[src/rtl/mux_arb_pkg.sv]
// Shared types and constants for the two-requester bus arbiter.
package mux_arb_pkg;

  // Arbiter FSM encoding.
  typedef enum logic [1:0] {
    ARB_IDLE  = 2'd0,
    ARB_OWN_A = 2'd1,
    ARB_OWN_B = 2'd2
  } arb_state_e;

  // Mux select encoding; last_owner reuses it to name a requester.
  localparam logic SEL_A = 1'b0;
  localparam logic SEL_B = 1'b1;

endpackage : mux_arb_pkg

[src/rtl/mux_arbiter_if.sv]
// Request/grant/data bundle between the two requesters and the arbiter.
// The arbiter connects through the slave modport; requesters drive the master side.
interface mux_arbiter_if #(
  parameter int WIDTH = 8
);
  logic             req_a;
  logic             req_b;
  logic [WIDTH-1:0] data_a;
  logic [WIDTH-1:0] data_b;
  logic             gnt_a;
  logic             gnt_b;
  logic             sel;
  logic [WIDTH-1:0] out;
  logic             out_valid;
  logic             timeout;

  modport master (
    output req_a, req_b, data_a, data_b,
    input  gnt_a, gnt_b, sel, out, out_valid, timeout
  );

  modport slave (
    input  req_a, req_b, data_a, data_b,
    output gnt_a, gnt_b, sel, out, out_valid, timeout
  );
endinterface : mux_arbiter_if

[src/rtl/mux_arbiter_scale_mux.sv]
// scale_mux: the shared 2:1 datapath mux whose select the arbiter owns.
module scale_mux
  import mux_arb_pkg::*;
#(
  parameter int WIDTH = 8
) (
  input  logic             sel,
  input  logic [WIDTH-1:0] a,
  input  logic [WIDTH-1:0] b,
  output logic [WIDTH-1:0] y
);

  // Pure combinational select; no width conversion.
  assign y = (sel == SEL_B) ? b : a;

endmodule : scale_mux

[src/rtl/mux_arbiter.sv]
// mux_arbiter: two-requester round-robin arbiter that owns the select of a
// shared scale_mux. Grants, select and out_valid are registered; out is the
// combinational mux output driven by the registered select.
// Optional forced handoff after MAX_HOLD owned cycles: define MUX_ARB_TIMEOUT_EN.
module mux_arbiter
  import mux_arb_pkg::*;
#(
  parameter int WIDTH    = 8,
  parameter int MAX_HOLD = 16
) (
  input  logic          clk,
  input  logic          rst_n,
  mux_arbiter_if.slave  bus
);

  if (MAX_HOLD < 1) begin : g_bad_max_hold
    $error("mux_arbiter: MAX_HOLD must be >= 1");
  end

  arb_state_e state_q, state_d;
  logic       last_owner_q, last_owner_d;
  logic       sel_q, sel_d;
  logic       gnt_a_q, gnt_a_d;
  logic       gnt_b_q, gnt_b_d;
  logic       out_valid_q, out_valid_d;
  logic       hold_expired;

  // Next-state, grant and select decode for the arbitration FSM.
  always_comb begin
    // NOTE: every output of this block gets a default first, so no path leaves one unassigned (no latch).
    state_d      = state_q;
    last_owner_d = last_owner_q;
    sel_d        = sel_q;

    case (state_q)
      ARB_IDLE: begin
        if (bus.req_a && (!bus.req_b || last_owner_q == SEL_B)) begin
          state_d = ARB_OWN_A;
        end else if (bus.req_b) begin
          state_d = ARB_OWN_B;
        end
      end
      ARB_OWN_A: begin
        if (bus.req_a && !(bus.req_b && hold_expired)) begin
          state_d = ARB_OWN_A;
        end else if (bus.req_b) begin
          state_d = ARB_OWN_B;
        end else begin
          state_d = ARB_IDLE;
        end
      end
      ARB_OWN_B: begin
        if (bus.req_b && !(bus.req_a && hold_expired)) begin
          state_d = ARB_OWN_B;
        end else if (bus.req_a) begin
          state_d = ARB_OWN_A;
        end else begin
          state_d = ARB_IDLE;
        end
      end
      default: state_d = ARB_IDLE;
    endcase

    // Entering an owned state records the owner and moves the select;
    // IDLE keeps the previous select so out does not toggle needlessly.
    if (state_d == ARB_OWN_A && state_q != ARB_OWN_A) begin
      last_owner_d = SEL_A;
      sel_d        = SEL_A;
    end else if (state_d == ARB_OWN_B && state_q != ARB_OWN_B) begin
      last_owner_d = SEL_B;
      sel_d        = SEL_B;
    end

    gnt_a_d     = (state_d == ARB_OWN_A);
    gnt_b_d     = (state_d == ARB_OWN_B);
    out_valid_d = gnt_a_d | gnt_b_d;
  end

  // FSM state and registered outputs; async reset drops any grant at once.
  always_ff @(posedge clk or negedge rst_n) begin
    if (!rst_n) begin
      state_q      <= ARB_IDLE;
      last_owner_q <= SEL_B;
      sel_q        <= SEL_A;
      gnt_a_q      <= 1'b0;
      gnt_b_q      <= 1'b0;
      out_valid_q  <= 1'b0;
    end else begin
      // NOTE: sequential state uses non-blocking assignments so all flops update from pre-edge values.
      state_q      <= state_d;
      last_owner_q <= last_owner_d;
      sel_q        <= sel_d;
      gnt_a_q      <= gnt_a_d;
      gnt_b_q      <= gnt_b_d;
      out_valid_q  <= out_valid_d;
    end
  end

`ifdef MUX_ARB_TIMEOUT_EN
  localparam int CNT_W = $clog2(MAX_HOLD + 1);
  localparam logic [CNT_W-1:0] HOLD_MAX  = CNT_W'(MAX_HOLD);
  localparam logic [CNT_W-1:0] HOLD_LAST = CNT_W'(MAX_HOLD - 1);

  logic [CNT_W-1:0] hold_cnt_q, hold_cnt_d;
  logic             timeout_q, timeout_d;

  // Once the owner has held for MAX_HOLD cycles, a waiting peer takes over.
  assign hold_expired = (hold_cnt_q >= HOLD_LAST);

  // Hold counter: clears on any state change, counts while owned, saturates.
  // A timeout is an owner change while the old owner still requests.
  always_comb begin
    hold_cnt_d = hold_cnt_q;
    if (state_d != state_q) begin
      hold_cnt_d = '0;
    end else if (state_q != ARB_IDLE && hold_cnt_q != HOLD_MAX) begin
      hold_cnt_d = hold_cnt_q + 1'b1;
    end
    timeout_d = (state_q == ARB_OWN_A && state_d == ARB_OWN_B && bus.req_a) ||
                (state_q == ARB_OWN_B && state_d == ARB_OWN_A && bus.req_b);
  end

  // Hold counter and timeout pulse registers.
  always_ff @(posedge clk or negedge rst_n) begin
    if (!rst_n) begin
      hold_cnt_q <= '0;
      timeout_q  <= 1'b0;
    end else begin
      hold_cnt_q <= hold_cnt_d;
      timeout_q  <= timeout_d;
    end
  end

  assign bus.timeout = timeout_q;
`else
  // Grants are held purely by req; no counter exists.
  assign hold_expired = 1'b0;
  assign bus.timeout  = 1'b0;
`endif

  assign bus.gnt_a     = gnt_a_q;
  assign bus.gnt_b     = gnt_b_q;
  assign bus.sel       = sel_q;
  assign bus.out_valid = out_valid_q;

  scale_mux #(
    .WIDTH (WIDTH)
  ) u_scale_mux (
    .sel (sel_q),
    .a   (bus.data_a),
    .b   (bus.data_b),
    .y   (bus.out)
  );

endmodule : mux_arbiter

[src/flat_wrapper.sv]
// flat-port wrapper written by rule: the top's interface ports become plain ports
module mux_arbiter_flat import mux_arb_pkg::*;
#(
  parameter int WIDTH    = 8,
  parameter int MAX_HOLD = 16
)
  (clk, rst_n, bus_req_a, bus_req_b, bus_data_a, bus_data_b, bus_gnt_a, bus_gnt_b, bus_sel, bus_out, bus_out_valid, bus_timeout);
  mux_arbiter_if #(.WIDTH(WIDTH)) bus_i ();
  input  logic clk;
  input  logic rst_n;
  input wire logic [$bits(bus_i.req_a)-1:0] bus_req_a;
  input wire logic [$bits(bus_i.req_b)-1:0] bus_req_b;
  input wire logic [$bits(bus_i.data_a)-1:0] bus_data_a;
  input wire logic [$bits(bus_i.data_b)-1:0] bus_data_b;
  output wire logic [$bits(bus_i.gnt_a)-1:0] bus_gnt_a;
  output wire logic [$bits(bus_i.gnt_b)-1:0] bus_gnt_b;
  output wire logic [$bits(bus_i.sel)-1:0] bus_sel;
  output wire logic [$bits(bus_i.out)-1:0] bus_out;
  output wire logic [$bits(bus_i.out_valid)-1:0] bus_out_valid;
  output wire logic [$bits(bus_i.timeout)-1:0] bus_timeout;
  assign bus_i.req_a = bus_req_a;
  assign bus_i.req_b = bus_req_b;
  assign bus_i.data_a = bus_data_a;
  assign bus_i.data_b = bus_data_b;
  assign bus_gnt_a = bus_i.gnt_a;
  assign bus_gnt_b = bus_i.gnt_b;
  assign bus_sel = bus_i.sel;
  assign bus_out = bus_i.out;
  assign bus_out_valid = bus_i.out_valid;
  assign bus_timeout = bus_i.timeout;
  mux_arbiter #(.WIDTH(WIDTH), .MAX_HOLD(MAX_HOLD)) u_core (.clk(clk), .rst_n(rst_n), .bus(bus_i));
endmodule
[config.mk]
export PLATFORM = sky130hd
export DESIGN_NAME = mux_arbiter_flat
export DESIGN_NICKNAME = d
export VERILOG_FILES = /design/src/rtl/mux_arb_pkg.sv /design/src/rtl/mux_arbiter_if.sv /design/src/rtl/mux_arbiter_scale_mux.sv /design/src/rtl/mux_arbiter.sv /design/src/flat_wrapper.sv
export SDC_FILE = /design/constraint.sdc
export NUM_CORES = 1
export LEC_CHECK = 0
export ABC_CLOCK_PERIOD_IN_PS = 1700
export CORE_MARGIN = 2
export CORE_UTILIZATION = 32
export DETAILED_ROUTE_END_ITERATION = 7
export MAX_ROUTING_LAYER = met4
export PLACE_DENSITY_LB_ADDON = 0.1
export SKIP_LAST_GASP = 1
export SLEW_MARGIN = 20
export SYNTH_ARGS = -nofsm -noshare
export SYNTH_HDL_FRONTEND = slang
export SYNTH_HIERARCHICAL = 1
export SYNTH_SLANG_ARGS = --single-unit
[constraint.sdc]
create_clock -name clk -period 1.7 [get_ports clk]
set_input_delay 0.34 -clock clk [delete_from_list [all_inputs] [get_ports clk]]
set_output_delay 0.34 -clock clk [all_outputs]
set_load 0.03 [all_outputs]
==> impl_metrics.tcl <==
set metrics [dict create \
    rsz0062_at_grt "true" \
    io_pins 33 \
    slowest_stage "dfrtp_2" \
    hold_class "primary input to asynchronous set/reset pin" \
    p_total_uw 1110 \
    clkTransAtPathRegs_ps 50 \
    final_hold_viol_count 0 \
    synth_fp_nets 60 \
    cts_buffers 3 \
    wirelength_um 1060 \
    clock_skew_ps 3.70 \
    met2_length_um 581 \
    avgSynthCellArea_um2 11.6 \
    antenna_found_initial 0 \
    cap_viol_max_count 0 \
    htree_num_levels 1 \
    fmax_ghz 0.601 \
    layout_min_cycle_time_ps 1660 \
    ys_types 14 \
    setup_viol 0 \
    cts_tree "yes" \
    timing.critical_path.mode_cell "buf_6" \
    die_w_um 41.1 \
    cts.sinks 7 \
    cp_slowest_stage_delay_ps 500 \
    row_count 13 \
    vias_per_cell 4.40 \
    m1WireLength_um 446 \
    start_util_pct 33.8 \
    diodes 0 \
    end_kind "primary output" \
    ant_nets 0 \
    synthCells 38 \
    cp_cell_sequence "buf_6 -> mux2_4 -> buf_6" \
    hold_buffers 0 \
    insertion_delay_ps 240 \
    critPathRequiredTime_ps 1360 \
    fp.dieArea_um2 1690 \
    ys_warn_count 6 \
    cts-root-buf "clkbuf_4" \
    setup_tns_ps 0 \
    grt_first_pass_wirelength_um 1340 \
    crit_type "register to primary output" \
    grt_max_degree 9 \
    status "finished clean" \
    n_fill_cell 124 \
    synthesis.area_um2 440 \
    drive_gt1_share_pct 36.5 \
    drtIter0Drc 4 \
    cp.arrival_ps 1320 \
    port_buffers 31 \
    synthToLayoutAreaGrowth_pct 76.7 \
    timing.final.ws_setup_ps 35.2 \
    grt_pass1_vias 306 \
    r2r_slack_ps 210 \
    place_congestion 0.715 \
    grtUsageTotal_pct 12.9 \
    routed-wl-met3_um 31 \
    core_um2 1300 \
    crit_path_max_fanout 8 \
    p_per_area_nw_per_um2 1430 \
    nets 97 \
    cp_top_family "flip-flops" \
    post-route-drc-count 0 \
    top_layer "met3" \
    seq_area_frac_synth_pct 40.1 \
    yosys_register_bits 7 \
    dp_slack_ps -249 \
    cp-start-kind "register" \
    dp.final_hpwl_um 875 \
    wl_per_cell_um 11.9 \
    die_h_um 41.1 \
    drt_first_pass_iters 4 \
    cellLeakagePower_uw 0.000367 \
    ir_drop_v 0.000815 \
    cts_buffer_depth 2 \
    slew_violations 0 \
    gr-total-overflow 0 \
    cp_num_buf_inv 2 \
    via_count 392 \
    period_share_pct 97.9 \
]
==> cell families (layout without fill, tap and decap cells) <==
family	Yosys count	in the layout	synth area share [%]
simple gates	5	5	4.26
flops	7	7	40.1
mux	8	8	27.3
buf+inv	6	42	7.67
compound gates	9	9	14.2
fa+ha+maj	2	2	5.68
other cells	1	1	0.851
==> stage by stage <==
stage	std cells	util (%)	cell area (µm²)	hold slack, ps
floorplan	38	-	440	44.4
global placement	84	58.3	758	609
detailed placement	84	58.3	758	615
CTS	89	62.4	812	346
global route	89	59.8	778	360
finish	89	59.8	778	346
==> repair_timing <==
| item | CTS | global route |
|---|---|---|
| gates resized for setup | 22 | 13 |
| setup buffers | 1 | 0 |
| endpoints found under the setup margin | 8 | 8 |
| pin swaps | 0 | 0 |
| cloned | 0 | 0 |
==> state kept, by name, indices dropped and copies added, names as in the netlist <==
| name | flops |
|---|---|
| u_core/last_owner_q | 1 |
| u_core/bus.out_valid | 1 |
| u_core/state_q | 2 |
| u_core/bus.gnt_a | 1 |
| u_core/bus.sel | 1 |
| u_core/bus.gnt_b | 1 |
==> final timing paths <==
kind	endpoint	startpoint	cells past startpoint
setup / recovery	bus_out[3]	u_core/bus.sel	3
setup reg to reg	u_core/bus.sel	u_core/last_owner_q	6
hold reg to reg	u_core/bus.sel	u_core/state_q[0]	1
max in group asynchronous	u_core/last_owner_q	rst_n	1
min in group clk	u_core/bus.sel	u_core/state_q[0]	1
hold / removal	u_core/bus.gnt_b	rst_n	1
==> layer usage <==
layer  vias up  GRT usage [%]
li1        202              -
met1       181           14.7
met2         9           20.3
met3         0           4.89
met4         0           4.84
met5         -              -
==> area by class of cell <==
type	count	area, µm²	share of cell area, %
repair buffers	34	310	39.9
inverters	4	15.0	1.93
flip-flops and latches	7	178	22.8
well taps	15	18.8	2.41
multi-input cells	25	230	29.6
clock buffers	4	26.3	3.38
==> power breakdown <==
| part | switching (µW) | internal, µW | total, µW | leakage [µW] |
|---|---|---|---|---|
| clock | 54.1 | 89.1 | 143 | 0.0000150 |
| combinational | 315 | 352 | 667 | 0.000267 |
| sequential | 73.2 | 229 | 303 | 0.0000849 |
==> Yosys cell counts <==
cell type / n / area, µm²
o21a_1: 2 / 15.0
o221a_2: 2 / 22.5
inv_1: 4 / 15.0
conb_1: 1 / 3.75
dfrtp_1: 6 / 150
buf_6: 1 / 11.3
a21oi_1: 3 / 15.0
nand2_1: 1 / 3.75
o21ai_0: 2 / 10.0
dfstp_2: 1 / 26.3
ha_1: 2 / 25.0
mux2_4: 8 / 120
nor2_1: 4 / 15.0
buf_4: 1 / 7.51
==> layout by cell type, fill, tap and decap left out <==
master           netlist  final
dfrtp_2                0      1
clkbuf_4               0      3
conb_1                 1      1
buf_4                  1      2
clkdlybuf4s50_1        0     22
nor2_1                 4      4
o221a_2                2      2
dfstp_2                1      1
o21a_1                 2      2
dfrtp_1                6      5
inv_1                  4      4
a21oi_1                3      3
nand2_1                1      1
buf_2                  0      6
mux2_4                 8      8
o21ai_0                2      2
ha_1                   2      2
clkbuf_1               0      1
buf_6                  1      4
(Power assumes the default switching activity.)
